`src/rtl/multi_mod_counter.sv`:
```
// Cascaded modulo-MOD_VALUE up/down counter with parallel load and terminal-count flags.
// Define MULTI_MOD_COUNTER_TC_REG_EN to register rolling_over, rolling_under and stage_carry.
module multi_mod_counter #(
    parameter int MOD_VALUE = 10,
    parameter int WID       = 4,
    parameter int STAGES    = 2,
    parameter bit SATURATE  = 1'b0
) (
    input  logic                    clk,
    input  logic                    reset,
    input  logic                    increment,
    input  logic                    decrement,
    input  logic                    load,
    input  logic [STAGES*WID-1:0]   load_value,
    output logic [STAGES*WID-1:0]   count,
    output logic                    rolling_over,
    output logic                    rolling_under,
    output logic [STAGES-1:0]       stage_carry
);

    localparam logic [WID-1:0] MAX_VAL = WID'(MOD_VALUE - 1);
    localparam logic [WID:0]   MOD_EXT = (WID + 1)'(MOD_VALUE);

    logic [STAGES*WID-1:0] count_q;
    logic [STAGES*WID-1:0] count_d;
    logic [STAGES*WID-1:0] load_clamped;
    logic [STAGES*WID-1:0] stage_up;
    logic [STAGES*WID-1:0] stage_down;
    logic [STAGES-1:0]     at_max;
    logic [STAGES-1:0]     at_zero;
    logic [STAGES:0]       max_prefix;
    logic [STAGES:0]       zero_prefix;
    logic                  up_step;
    logic                  down_step;
    logic                  step_ok;
    logic                  rolling_over_d;
    logic                  rolling_under_d;
    logic [STAGES-1:0]     stage_carry_d;

    assign up_step   = increment & ~decrement;
    assign down_step = decrement & ~increment;
    assign step_ok   = ~reset & ~load;

    // Per-stage helpers: limit detection, wrapped neighbours and clamped load data.
    for (genvar k = 0; k < STAGES; k++) begin : g_stage
        logic [WID-1:0] cur;
        logic [WID-1:0] lv;

        assign cur = count_q[k*WID +: WID];
        assign lv  = load_value[k*WID +: WID];

        assign at_max[k]  = (cur == MAX_VAL);
        assign at_zero[k] = (cur == '0);

        assign stage_up[k*WID +: WID]     = (cur == MAX_VAL) ? '0 : cur + 1'b1;
        assign stage_down[k*WID +: WID]   = (cur == '0) ? MAX_VAL : cur - 1'b1;
        assign load_clamped[k*WID +: WID] = ({1'b0, lv} >= MOD_EXT) ? MAX_VAL : lv;
    end

    // Bit k of each prefix says every stage below k sits at its limit.
    always_comb begin
        max_prefix     = '0;
        zero_prefix    = '0;
        max_prefix[0]  = 1'b1;
        zero_prefix[0] = 1'b1;
        for (int k = 0; k < STAGES; k++) begin
            max_prefix[k+1]  = max_prefix[k] & at_max[k];
            zero_prefix[k+1] = zero_prefix[k] & at_zero[k];
        end
    end

    always_comb begin
        count_d = count_q;
        if (reset) begin
            count_d = '0;
        end else if (load) begin
            count_d = load_clamped;
        end else if (up_step && !(SATURATE && max_prefix[STAGES])) begin
            for (int k = 0; k < STAGES; k++) begin
                if (max_prefix[k]) begin
                    count_d[k*WID +: WID] = stage_up[k*WID +: WID];
                end
            end
        end else if (down_step && !(SATURATE && zero_prefix[STAGES])) begin
            for (int k = 0; k < STAGES; k++) begin
                if (zero_prefix[k]) begin
                    count_d[k*WID +: WID] = stage_down[k*WID +: WID];
                end
            end
        end
    end

    // A stage carries when it and every stage below it sit at the limit in the step direction.
    always_comb begin
        stage_carry_d   = '0;
        rolling_over_d  = step_ok & up_step & max_prefix[STAGES];
        rolling_under_d = step_ok & down_step & zero_prefix[STAGES];
        for (int k = 0; k < STAGES; k++) begin
            stage_carry_d[k] = step_ok & ((up_step & max_prefix[k+1]) |
                                          (down_step & zero_prefix[k+1]));
        end
    end

    always_ff @(posedge clk) begin
        count_q <= count_d;
    end

    assign count = count_q;

`ifdef MULTI_MOD_COUNTER_TC_REG_EN
    logic              rolling_over_q;
    logic              rolling_under_q;
    logic [STAGES-1:0] stage_carry_q;

    // The _d terms are already forced low under reset, so these flops clear with it.
    always_ff @(posedge clk) begin
        rolling_over_q  <= rolling_over_d;
        rolling_under_q <= rolling_under_d;
        stage_carry_q   <= stage_carry_d;
    end

    assign rolling_over  = rolling_over_q;
    assign rolling_under = rolling_under_q;
    assign stage_carry   = stage_carry_q;
`else
    assign rolling_over  = rolling_over_d;
    assign rolling_under = rolling_under_d;
    assign stage_carry   = stage_carry_d;
`endif

endmodule

```
`config.mk`:
```
export PLATFORM = sky130hd
export DESIGN_NAME = multi_mod_counter
export DESIGN_NICKNAME = d
export VERILOG_FILES = /design/src/rtl/multi_mod_counter.sv
export SDC_FILE = /design/constraint.sdc
export NUM_CORES = 1
export LEC_CHECK = 0
export CORE_UTILIZATION = 48
export CTS_CLUSTER_DIAMETER = 60
export CTS_CLUSTER_SIZE = 14
export DETAILED_ROUTE_END_ITERATION = 8
export GPL_TIMING_DRIVEN = 0
export PLACE_DENSITY = 0.89
export RECOVER_POWER = 100
export SLEW_MARGIN = 10
export SYNTH_ARGS = -nofsm -noshare
export SYNTH_HDL_FRONTEND = slang
export SYNTH_SLANG_ARGS = --single-unit
```
`constraint.sdc`:
```
create_clock -name clk -period 4.8 [get_ports clk]
set_clock_uncertainty 0.2 [all_clocks]
set_input_delay 0.48 -clock clk [delete_from_list [all_inputs] [get_ports clk]]
set_output_delay 0.48 -clock clk [all_outputs]
set_load 0.005 [all_outputs]
```
### After elaboration in Yosys (flattened, before gate mapping)

Index checks and enable logic that the tools add are counted.
W data, S select, Z words.

| cells by class | value |
|---|---|
| mux-type cells | 11 |
| $lt $le $gt $ge | 2 |
| reduce and logical (&&, ||, !) cells | 5 |
| bitwise logic cells | 21 |
| $add $sub $neg | 4 |
| equal/unequal tests | 3 |

Operators with widths:

| cell | count |
|---|---|
| $mux W4 | 8 |
| $mux W8 | 3 |
| $and A1 B1 Y1 | 15 |
| $add A4 B1 Y4 const B | 2 |
| $eq A4 B4 Y1 const B | 2 |
| $ge A4 B4 Y1 const B | 2 |
| $logic_not A4 Y1 | 2 |
| $sub A4 B1 Y4 const B | 2 |
| $reduce_bool A3 Y1 | 2 |
| $not A1 Y1 | 4 |
| $ne A3 B3 Y1 const B | 1 |
| $reduce_and A3 Y1 | 1 |
| $or A1 B1 Y1 | 2 |

| word-level totals | value |
|---|---|
| bits of input ports | 13 |
| logic and storage cells | 48 |
| register bits | 8 |
| output and inout port bits | 12 |

### Logic depth before layout (Yosys ltp)

Gate-level depths: netlist of the first run.

| depth | value |
|---|---|
| depth after elaboration | 6 |
| depth in mapped cells | 6 |
| depth with buffers taken out | 5 |

### Least setup slack after synthesis of the first run

No wires, ideal clock.

| timing | value |
|---|---|
| kind | input -> output |
| start point | input port reset |
| end point | output port stage_carry[1] |
| stages on the path | 6 |
| data required time | 4.120 ns |
| path slack | 2.668 ns |
| arrival | 1.452 ns |
| buffers on the path | 2 |
| cell sequence | clkbuf_1 -> or2_2 -> clkbuf_1 -> nor3_1 -> nand2_1 -> a21oi_1 |

| between the ends | value |
|---|---|
| word-level cells in the longest chain between the ends | 3 |

RTL lines:

| element | RTL line | text |
|---|---|---|
| from (decl) | 10 | `input logic reset,` |
| $not A1 Y1 | 42 | `assign step_ok = ~reset & ~load;` |
| $and A1 B1 Y1 | 42 |  |
| $and A1 B1 Y1 | 99 | `stage_carry_d[k] = step_ok & ((up_step & max_prefix[k+1]) \|` |
| to (decl) | 18 | `output logic [STAGES-1:0] stage_carry` |

Every way passes these cells.

### Worst setup path after layout of the first run

| timing | value |
|---|---|
| start point | input port increment |
| end point | output port stage_carry[0] |

| between the ends | value |
|---|---|
| word-level cells in the longest chain between the ends | 5 |
| elaborated cells between the ends (all ways) | 7 |
| those cells by class | bitwise: 7 |

RTL lines:

| element | RTL line | text |
|---|---|---|
| from (decl) | 11 | `input logic increment,` |
| $not A1 Y1 | 41 | `assign down_step = decrement & ~increment;` |
| $and A1 B1 Y1 | 41 |  |
| $and A1 B1 Y1 | 100 | `(down_step & zero_prefix[k+1]));` |
| $or A1 B1 Y1 * | 99 |  |
| $and A1 B1 Y1 * | 99 |  |

Mark *: on every way between the ends. The rest lies on a longest branch, timed or not.

==> results of run 1 <==
[placed cells by master (no fill, tap or decap)]
cell,netlist,final
sky130_fd_sc_hd__a21boi_0,1,1
sky130_fd_sc_hd__a21oi_1,6,6
sky130_fd_sc_hd__a21oi_2,1,1
sky130_fd_sc_hd__a221o_1,1,1
sky130_fd_sc_hd__a221oi_1,2,2
sky130_fd_sc_hd__a221oi_2,1,1
sky130_fd_sc_hd__and3_1,4,4
sky130_fd_sc_hd__and4b_1,1,1
sky130_fd_sc_hd__buf_2,1,1
sky130_fd_sc_hd__clkbuf_1,6,7
sky130_fd_sc_hd__clkbuf_4,0,3
sky130_fd_sc_hd__clkdlybuf4s50_1,0,10
sky130_fd_sc_hd__dfxtp_1,8,8
sky130_fd_sc_hd__dlygate4sd3_1,0,13
sky130_fd_sc_hd__mux2_2,1,1
sky130_fd_sc_hd__mux2i_1,1,1
sky130_fd_sc_hd__nand2_1,8,8
sky130_fd_sc_hd__nand2b_1,4,4
sky130_fd_sc_hd__nand3_1,1,1
sky130_fd_sc_hd__nand3b_1,3,3
sky130_fd_sc_hd__nand4_1,1,1
sky130_fd_sc_hd__nor2_1,14,14
sky130_fd_sc_hd__nor2b_1,1,2
sky130_fd_sc_hd__nor3_1,3,3
sky130_fd_sc_hd__nor3b_1,4,4
sky130_fd_sc_hd__nor3b_2,1,1
sky130_fd_sc_hd__nor4b_1,1,2
sky130_fd_sc_hd__o211ai_1,1,1
sky130_fd_sc_hd__o21a_1,1,1
sky130_fd_sc_hd__o21ai_0,5,7
sky130_fd_sc_hd__o21ai_1,3,1
sky130_fd_sc_hd__o31ai_1,1,1
sky130_fd_sc_hd__o32ai_1,1,1
sky130_fd_sc_hd__o32ai_2,1,1
sky130_fd_sc_hd__or2_1,1,1
sky130_fd_sc_hd__or2_2,1,1
sky130_fd_sc_hd__or3_1,4,4
sky130_fd_sc_hd__xnor2_1,3,3
sky130_fd_sc_hd__xor2_1,1,1
[report_power, final]
group	leakage (nW)	total [mW]	internal, mW	switching, mW
registers	0.0662	0.0782	0.0720	0.00621
logic	0.313	0.0768	0.0389	0.0379
clock network	0.0138	0.0514	0.0286	0.0228
total	0.393	0.206	0.139	0.0670
[worst max path at each step]
stage               from             end  slack (ns)  depth (start not counted)
5_1_grt        decrement  stage_carry[0]        1.29                          5
6_report       increment  stage_carry[0]        1.45                          5
2_1_floorplan      reset  stage_carry[1]        2.67                          6
3_3_place_gp        load  stage_carry[1]        1.81                          7
4_1_cts             load  stage_carry[1]        1.79                          7
3_5_place_dp        load  stage_carry[1]        1.80                          7
[synthesized netlist by cell type (all sizes together), types with 2 or more instances]
| cell | instances | area [sq um] |
|---|---|---|
| nor2 | 14 | 52.6 |
| nand3b | 3 | 22.5 |
| nand2 | 8 | 30.0 |
| a21oi | 7 | 38.8 |
| o32ai | 2 | 25.0 |
| o21ai | 8 | 40.0 |
| dfxtp | 8 | 160 |
| a221oi | 3 | 32.5 |
| and3 | 4 | 25.0 |
| clkbuf | 6 | 22.5 |
| xnor2 | 3 | 26.3 |
| nor2b | 2 | 20.0 |
| nand2b | 4 | 25.0 |
| buf | 2 | 16.3 |
| or3 | 4 | 25.0 |
| nor3 | 3 | 15.0 |
| nor4b | 2 | 23.8 |
| nor3b | 5 | 42.5 |
| or2 | 2 | 12.5 |
[final cells by class]
cell class / count / area, sq um
Multi-Input combinational cell: 85 / 534
Fill cell: 107 / 369
Timing Repair Buffer: 23 / 230
Sequential cell: 8 / 160
Buffer: 8 / 31.3
Clock buffer: 3 / 22.5
Tap cell: 15 / 18.8
[routing by layer]
layer	share of wire, %	vias to the layer above
li1	-	420
met1	48	366
met2	44	29
met3	4.9	6
met4	2.2	0
met5	0	-
[critical path, cell delays in order]
cell and delay (ns):
sky130_fd_sc_hd__dlygate4sd3_1 0.64, sky130_fd_sc_hd__nor4b_1 0.50, sky130_fd_sc_hd__o21ai_0 0.32, sky130_fd_sc_hd__nor2_1 0.14
sky130_fd_sc_hd__dlygate4sd3_1 0.58
[cell families (layout without fill, tap and decap cells)]
logic type      after synthesis  count (layout)  synth area share (%)
buf+inv                       8              34                  5.19
compound gates               25              25                  23.6
flops                         8               8                  21.4
xor+xnor                      4               4                  4.69
simple gates                 54              54                  42.2
mux                           2               2                  2.85
==> metrics.json, run 1 <==
{
  "synthesis": {
    "ys_async_sr_fraction_pct": 0,
    "synth.ff_latch_count": 8,
    "netlist_instances": 101,
    "yosysWarnings": 0,
    "fraction_of_the_yosys_area_taken_by_sequential_cells_pct": 21.4,
    "net_count_of_the_mapped_netlist": 114,
    "synth.distinct_cells": 39,
    "postSynthAreaPerCell_sq_um": 7.40,
    "synth_edf_count": 0,
    "synth-main-ff-cell": "sky130_fd_sc_hd__dfxtp_1",
    "syn-cell-area_sq_um": 747
  },
  "power": {
    "power_density_of_the_placed_cells_mw_per_mm2": 207,
    "peak_ir_drop_on_the_vdd_network_v": 0.000134,
    "cellLeakagePower_nw": 0.393,
    "power.total_mw": 0.206
  },
  "sta": {
    "drv_slew": 0,
    "max_freq_mhz": 298,
    "relative_max_transition_margin_pct": 64.2,
    "setup_repair_after_global_routing_missed_its_margin": "no",
    "final-hold-violation-count": 0,
    "fin_setup_tns_ns": 0,
    "hold_slack_ns": 0.373,
    "worst_slack_ns": 1.45,
    "setup_viol": 0,
    "final.period_utilization_pct": 69.9,
    "timing.final.crit_period_ns": 3.35,
    "tightestPinTransition_ns": 0.529
  },
  "clock_network": {
    "clock_tree_from_tritoncts": "built",
    "post-cts-setup-buffers": 0,
    "cts.reportedPaths.clkPinSlew_ns": 0.06,
    "cts_hold_repair.buffers": 0,
    "cts.htree.levels": 1,
    "clock_tree.buffer_depth": 2,
    "ctsResizeCount": 0,
    "clock_network_latency_to_the_later_pin_of_the_worst_skew_pair_ns": 0.25,
    "root_buffer_cell": "sky130_fd_sc_hd__clkbuf_4",
    "clock-sinks": 8,
    "cts-buffers-inserted": 3
  },
  "floorplan": {
    "dieArea_sq_mm": 0.00172,
    "die_width_um": 41.5,
    "die_h_um": 41.5,
    "io_pins": 25,
    "row_count": 13,
    "fp.coreArea_sq_mm": 0.00137,
    "start_util_pct": 54.7
  },
  "finish": {
    "post-route-util_pct": 73.0,
    "largest_reg_flops": 8,
    "drive_above_1_share_pct": 7.87,
    "areaGrowthSynthToFinish_pct": 33.5,
    "design_area_sq_um": 997,
    "final-instance-count-excl-fill": 142,
    "design.final.nets": 142,
    "insertedDiodeCount": 0
  },
  "placement": {
    "placement.io_buffers": 23,
    "detailed_place_hpwl_mm": 1.33,
    "place.gp.congestion": 0.830,
    "dp.cells": 139,
    "place_worst_setup_slack_ns": 1.80,
    "dpl_cell_area_sq_um": 996
  },
  "critical_path": {
    "ff2ff_setup_slack_ns": 2.80,
    "timing.critical_path.to_type": "output pin",
    "regToRegEndpoint": "count[7]",
    "critical_path_arrival_ns": 2.67,
    "worstSetupStartpointType": "input port",
    "reg2reg_depth": 4,
    "worst-setup-path-type": "input port to output pin",
    "critical_path_peak_fanout": 7,
    "required_ns": 4.12,
    "reg2reg_from": "count[3]"
  },
  "hold_path": {
    "whs_endpoint": "count[0]",
    "hold-path-cell-count": 2,
    "hold_class": "input port to flop",
    "hold_path_startpoint": "reset"
  },
  "global_routing": {
    "grt_util_met3_pct": 1.30,
    "grt_usage_pct": 20.3,
    "global_route_met1_utilization_pct": 26.7,
    "grt_first_pass_wirelength_mm": 2.82,
    "grt_antenna_before_repair": 0,
    "grt-busiest-layer": "met2",
    "largest_net_degree_at_the_start_of_global_routing": 11,
    "residual_overflow_from_global_routing": 0,
    "grt_use_met2_pct": 31.3,
    "first_global_vias": 698
  },
  "drt": {
    "drt-wirelength-per-cell_um": 12.4,
    "vias_per_std_cell": 5.78,
    "drt-pass1-iter-count": 4,
    "drt_iter0_drc": 25,
    "vias": 821,
    "antenna_violating_nets_post_route": 0,
    "route.final.wire_length_mm": 1.76,
    "drc_errors": 0
  },
  "flow_run": {
    "max_capacitance_violation_count": 0
  },
  "status": {
    "run_status": "finished clean"
  }
}
No activity file was read; power rests on OpenSTA's default activity.
==> run 2, diff against run 1 <==
--- a/config.mk
+++ b/config.mk
@@ -5,12 +5,13 @@
 export SDC_FILE = /design/constraint.sdc
 export NUM_CORES = 1
 export LEC_CHECK = 0
-export CORE_UTILIZATION = 48
+export CORE_ASPECT_RATIO = 0.75
+export CORE_UTILIZATION = 40
 export CTS_CLUSTER_DIAMETER = 60
 export CTS_CLUSTER_SIZE = 14
 export DETAILED_ROUTE_END_ITERATION = 8
 export GPL_TIMING_DRIVEN = 0
-export PLACE_DENSITY = 0.89
+export PLACE_DENSITY = 0.8
 export RECOVER_POWER = 100
 export SLEW_MARGIN = 10
 export SYNTH_ARGS = -nofsm -noshare
==> constraint.sdc (replaced) <==
create_clock -name clk -period 2.9 [get_ports clk]
set_clock_uncertainty 0.2 [all_clocks]
set_input_delay 0.29 -clock clk [delete_from_list [all_inputs] [get_ports clk]]
set_output_delay 0.29 -clock clk [all_outputs]
set_load 0.005 [all_outputs]
==> metrics.json, run 2 (same netlist as run 1, synthesis figures left out) <==
{
  "finish": {
    "design_area_sq_mm": 0.00102,
    "largest_reg_flops": 8,
    "drive_above_1_share_pct": 9.45,
    "layout.filler_cells": 171,
    "final-instance-count-excl-fill": 149,
    "insertedDiodeCount": 0,
    "layout_commonest_cell": "sky130_fd_sc_hd__nor2_1",
    "areaGrowthSynthToFinish_pct": 36.9,
    "design.final.nets": 142,
    "layout_common_cells": "sky130_fd_sc_hd__nor2_1, sky130_fd_sc_hd__clkdlybuf4s50_1, sky130_fd_sc_hd__dlygate4sd3_1"
  },
  "power": {
    "power_density_of_the_placed_cells_mw_per_mm2": 346,
    "peak_ir_drop_on_the_vdd_network_v": 0.000254,
    "cellLeakagePower_nw": 0.399
  },
  "placement": {
    "detailed_place_hpwl_mm": 1.47,
    "dpl_cell_area_sq_mm": 0.00100,
    "place.gp.congestion": 0.860,
    "dp.cells": 146,
    "placement.io_buffers": 23
  },
  "drt": {
    "vias_per_std_cell": 5.62,
    "drc_errors": 0,
    "route.final.wire_length_mm": 1.96,
    "drt_iter0_drc": 27,
    "drt-wirelength-per-cell_um": 13.2,
    "antenna_violating_nets_post_route": 0,
    "drt-pass1-iter-count": 4,
    "vias": 837
  },
  "sta": {
    "drv_slew": 0,
    "tightestPinTransition_ns": 0.416,
    "timing.final.crit_period_ns": 2.73,
    "setup_viol": 0,
    "hold_slack_ns": 0.170,
    "setup_repair_after_global_routing_missed_its_margin": "no",
    "relative_max_transition_margin_pct": 72.2,
    "fin_setup_tns_ns": 0,
    "max_freq_mhz": 366,
    "final-hold-violation-count": 0,
    "final.period_utilization_pct": 94.3
  },
  "critical_path": {
    "critPathTopFamily": "buffers and inverters",
    "worst-setup-path-type": "input port to output pin",
    "reg2reg_depth": 5,
    "worstSetupStartpointType": "input port",
    "regToRegEndpoint": "count[1]",
    "crit_path_start": "decrement",
    "timing.critical_path.to_type": "output pin",
    "critical_path_arrival_ns": 2.24,
    "setup.worst_path.end": "stage_carry[0]",
    "crit_path_cell_trace": "dlygate4sd3_1, nor4b_2, o21ai_1, nor2_1, clkdlybuf4s50_1",
    "crit_cells": 5,
    "critical_path.slowest_cell": "sky130_fd_sc_hd__dlygate4sd3_1",
    "timing.critical_path.buf_inv": 2,
    "ff2ff_setup_slack_ns": 1.00,
    "crit_path_max_incr_delay_ns": 0.72,
    "reg2reg_from": "count[0]",
    "required_ns": 2.41,
    "critical_path_peak_fanout": 7
  },
  "floorplan": {
    "row_count": 13,
    "die_width_um": 51.9,
    "die_h_um": 39.4,
    "start_util_pct": 42.9,
    "fp.coreArea_sq_mm": 0.00174,
    "dieArea_sq_mm": 0.00205,
    "io_pins": 25
  },
  "global_routing": {
    "largest_net_degree_at_the_start_of_global_routing": 11,
    "residual_overflow_from_global_routing": 0,
    "grt_usage_pct": 20.9,
    "grt_antenna_before_repair": 0,
    "grt_first_pass_wirelength_mm": 3.04,
    "first_global_vias": 675
  },
  "hold_path": {
    "hold_class": "input port to flop"
  },
  "clock_network": {
    "clock_network_latency_to_the_later_pin_of_the_worst_skew_pair_ns": 0.26,
    "cts_hold_repair.buffers": 0,
    "clock_tree_from_tritoncts": "built",
    "ctsResizeCount": 0,
    "post-cts-setup-buffers": 0,
    "clock_tree.buffer_depth": 2,
    "clock-sinks": 8,
    "cts.reportedPaths.clkPinSlew_ns": 0.07,
    "cts.htree.levels": 1,
    "root_buffer_cell": "sky130_fd_sc_hd__clkbuf_4",
    "cts-buffers-inserted": 3
  },
  "status": {
    "run_status": "finished clean"
  },
  "flow_run": {
    "max_capacitance_violation_count": 0
  }
}
[run 2: cell type report]
class	instances	area [sq um]	area share, %
timing repair buffer	23	230	22.5
multi-input combinational	85	543	53.1
clock buffer	3	22.5	2.20
tap	22	27.5	2.69
buffer	8	38.8	3.79
sequential	8	160	15.7
[run 2: metal layers]
layer | vias up | part of all wire, % | global-route usage, % | wire (um)
met5 | - | 0 | 0 | 0
met4 | 0 | 1.3 | 7.43 | 26
met3 | 4 | 6.1 | 3.49 | 119
met2 | 35 | 43 | 31.7 | 848
met1 | 378 | 49 | 29.3 | 966
li1 | 420 | - | - | -
[run 2: worst min path at each step]
stage / slack [ns] / start / to / cells after the start
detailed placement: 0.42 / count[6] / count[6] / 2
floorplan: 0.20 / load_value[6] / count[6] / 2
finish: 0.17 / reset / count[0] / 2
global route: 0.21 / reset / count[0] / 2
global placement: 0.41 / count[6] / count[6] / 2
CTS: 0.18 / reset / count[0] / 2
[run 2: through the flow]
step                worst slack (ns)  total power, mW  util, %
floorplan                       1.15            0.212        -
global placement               0.277            0.264     57.7
detailed placement             0.235            0.267     57.7
CTS                            0.232            0.357     59.0
global route                  0.0906            0.373     58.7
finish                         0.166            0.353     58.7
[run 2: report_power, final]
group | switching [mW] | total, mW | internal, mW
clock | 0.0435 | 0.0911 | 0.0477
sequential | 0.0117 | 0.131 | 0.119
combinational | 0.0647 | 0.132 | 0.0668
total | 0.120 | 0.353 | 0.233
==> run 3, diff against run 2 <==
--- a/config.mk
+++ b/config.mk
@@ -8,7 +8,6 @@
 export CORE_ASPECT_RATIO = 0.75
 export CORE_UTILIZATION = 40
 export CTS_CLUSTER_DIAMETER = 60
-export CTS_CLUSTER_SIZE = 14
 export DETAILED_ROUTE_END_ITERATION = 8
 export GPL_TIMING_DRIVEN = 0
 export PLACE_DENSITY = 0.8
==> constraint.sdc (replaced) <==
create_clock -name clk -period 2.9 [get_ports clk]
set_clock_uncertainty 0.2 [all_clocks]
set_input_delay 0.58 -clock clk [delete_from_list [all_inputs] [get_ports clk]]
set_output_delay 0.58 -clock clk [all_outputs]
set_load 0.005 [all_outputs]
==> metrics.json, run 3 (same netlist as run 1, synthesis figures left out) <==
{
  "status": {
    "run_status": "finished clean"
  },
  "power": {
    "clockPowerShare_pct": 25.9,
    "peak_ir_drop_on_the_vdd_network_v": 0.000255,
    "power_density_of_the_placed_cells_mw_per_mm2": 346,
    "combPwrFrac_pct": 36.9,
    "cellInternalPower_mw": 0.233,
    "cellLeakagePower_nw": 0.399,
    "share_of_power_burned_in_registers_pct": 37.2,
    "sw_frac_of_total_pct": 34.0,
    "switchingPower_mw": 0.120
  },
  "global_routing": {
    "global_route_met1_utilization_pct": 29.8,
    "residual_overflow_from_global_routing": 0,
    "grt_util_met3_pct": 3.49,
    "grt_usage_pct": 21.0,
    "first_global_vias": 689,
    "grt_first_pass_wirelength_mm": 3.05,
    "grt-busiest-layer": "met2",
    "largest_net_degree_at_the_start_of_global_routing": 11,
    "grt_use_met2_pct": 29.8,
    "grt_antenna_before_repair": 0
  },
  "finish": {
    "layout_commonest_cell": "sky130_fd_sc_hd__nor2_1",
    "areaGrowthSynthToFinish_pct": 36.9,
    "insertedDiodeCount": 0,
    "multi_input_comb_area_sq_um": 553,
    "drive_above_1_share_pct": 10.3,
    "post-route-util_pct": 58.7,
    "flip_flop_and_latch_area_sq_um": 160,
    "design.final.nets": 141,
    "layout.filler_cells": 173,
    "largest_reg_flops": 8,
    "design_area_sq_mm": 0.00102,
    "layout_common_cells": "sky130_fd_sc_hd__nor2_1, sky130_fd_sc_hd__clkdlybuf4s50_1, sky130_fd_sc_hd__nand2_1, sky130_fd_sc_hd__dfxtp_1, sky130_fd_sc_hd__dlygate4sd3_1"
  },
  "sta": {
    "setup_repair_after_global_routing_missed_its_margin": "yes",
    "drv_slew": 0,
    "hold_slack_ns": 0.423,
    "max_freq_mhz": 349,
    "worst_slack_ns": 0.0327,
    "final-hold-violation-count": 0,
    "relative_max_transition_margin_pct": 73.2,
    "final.period_utilization_pct": 98.9,
    "timing.final.crit_period_ns": 2.87,
    "tightestPinTransition_ns": 0.402,
    "setup_viol": 0
  },
  "critical_path": {
    "worst-setup-path-type": "input port to output pin",
    "critical_path.slowest_cell": "sky130_fd_sc_hd__clkdlybuf4s50_1",
    "reg2reg_from": "count[4]",
    "timing.critical_path.to_type": "output pin",
    "crit_path_max_incr_delay_ns": 0.50,
    "crit_path_start": "increment",
    "critical_path_peak_fanout": 7,
    "critical_path_arrival_ns": 2.09,
    "worstSetupStartpointType": "input port",
    "crit_path_cell_trace": "clkdlybuf4s15_1, nor4b_4, o21ai_1, nor2_1, clkdlybuf4s50_1",
    "required_ns": 2.12
  },
  "drt": {
    "drt-wirelength-per-cell_um": 13.2,
    "antenna_violating_nets_post_route": 0,
    "route.final.wire_length_mm": 1.96,
    "drc_errors": 0,
    "vias": 821,
    "drt-pass1-iter-count": 4,
    "vias_per_std_cell": 5.55,
    "drt_iter0_drc": 26
  },
  "floorplan": {
    "io_pins": 25,
    "row_count": 13,
    "start_util_pct": 42.9,
    "dieArea_sq_mm": 0.00205,
    "die_width_um": 51.9,
    "fp.coreArea_sq_mm": 0.00174,
    "die_h_um": 39.4
  },
  "clock_network": {
    "clock_network_latency_to_the_later_pin_of_the_worst_skew_pair_ns": 0.26,
    "clock_tree_from_tritoncts": "built",
    "cts-buffers-inserted": 3,
    "cts.htree.levels": 1,
    "clock_tree.buffer_depth": 2,
    "clock-sinks": 8,
    "post-cts-setup-buffers": 0,
    "cts_hold_repair.buffers": 0,
    "cts.reportedPaths.clkPinSlew_ns": 0.05,
    "root_buffer_cell": "sky130_fd_sc_hd__clkbuf_4"
  },
  "placement": {
    "dpl_cell_area_sq_mm": 0.00100,
    "detailed_place_hpwl_mm": 1.47,
    "placement.io_buffers": 23,
    "place.gp.congestion": 0.860,
    "place_worst_setup_slack_ns": -0.345
  },
  "hold_path": {
    "hold_path_startpoint": "count[6]",
    "hold_class": "flop to flop"
  },
  "flow_run": {
    "max_capacitance_violation_count": 0
  }
}
[run 3: cell types whose count changed in the layout (fill, tap and decap cells not counted)]
cell	delta
sky130_fd_sc_hd__a221oi_2	-1
sky130_fd_sc_hd__nor4b_2	-1
sky130_fd_sc_hd__nor4b_4	+1
sky130_fd_sc_hd__dlygate4sd2_1	+1
sky130_fd_sc_hd__nor3b_1	-1
sky130_fd_sc_hd__or2_2	-1
sky130_fd_sc_hd__or2_4	+1
sky130_fd_sc_hd__clkbuf_2	+1
sky130_fd_sc_hd__clkbuf_1	-1
sky130_fd_sc_hd__a221oi_1	+1
sky130_fd_sc_hd__nor3b_2	+1
sky130_fd_sc_hd__clkdlybuf4s15_1	+1
sky130_fd_sc_hd__dlygate4sd3_1	-3
[run 3: per-layer routing]
layer / vias to the layer above / part of all wire [%]
met5: - / 0
met4: 0 / 2.4
met3: 6 / 5.2
met2: 35 / 42
met1: 359 / 50
li1: 421 / -
[run 3: worst max-delay path: cells and delay by family]
kind / cells / cell delay [ns]
AO/OA/AOI/OAI: 1 / 0.20
buffers and inverters: 2 / 0.83
AND/OR/NAND/NOR: 2 / 0.47
[run 3: area by class of cell]
cell class                 instances  share of cell area (%)
buffer                             7                    3.43
clock buffer                       3                    2.20
multi-input combinational         85                    54.1
sequential                         8                    15.7
tap                               22                    2.69
timing repair buffer              23                    21.9
[run 3: worst paths after layout]
path,end,slack (ns),cells past startpoint
setup / recovery,stage_carry[0],0.03,5
hold / removal,count[6],0.42,2
setup reg to reg,count[7],1.05,6
hold reg to reg,count[6],0.42,2
[run 3: what timing repair did]
action,4_1_cts,5_1_grt
pin swaps,1,0
gates resized for setup,5,3
endpoints found under the setup margin,4,2
gates cloned,0,0
[run 3: metrics by stage]
stage          std cells  setup TNS, ns  power (mW)
4_1_cts              148              0       0.358
3_3_place_gp         146          -1.14       0.264
5_1_grt              148        -0.0293       0.374
6_report             148              0       0.353
3_5_place_dp         146          -1.30       0.267
2_1_floorplan        101              0       0.212
[run 3: power by group through the flow]
stage	sequential, mW	combinational, mW	clock [mW]
after global placement	0.133	0.131	0
final	0.132	0.130	0.0915
after detailed placement	0.133	0.133	0
after floorplan	0.131	0.0805	0
after global routing	0.133	0.144	0.0976
after CTS	0.132	0.134	0.0919
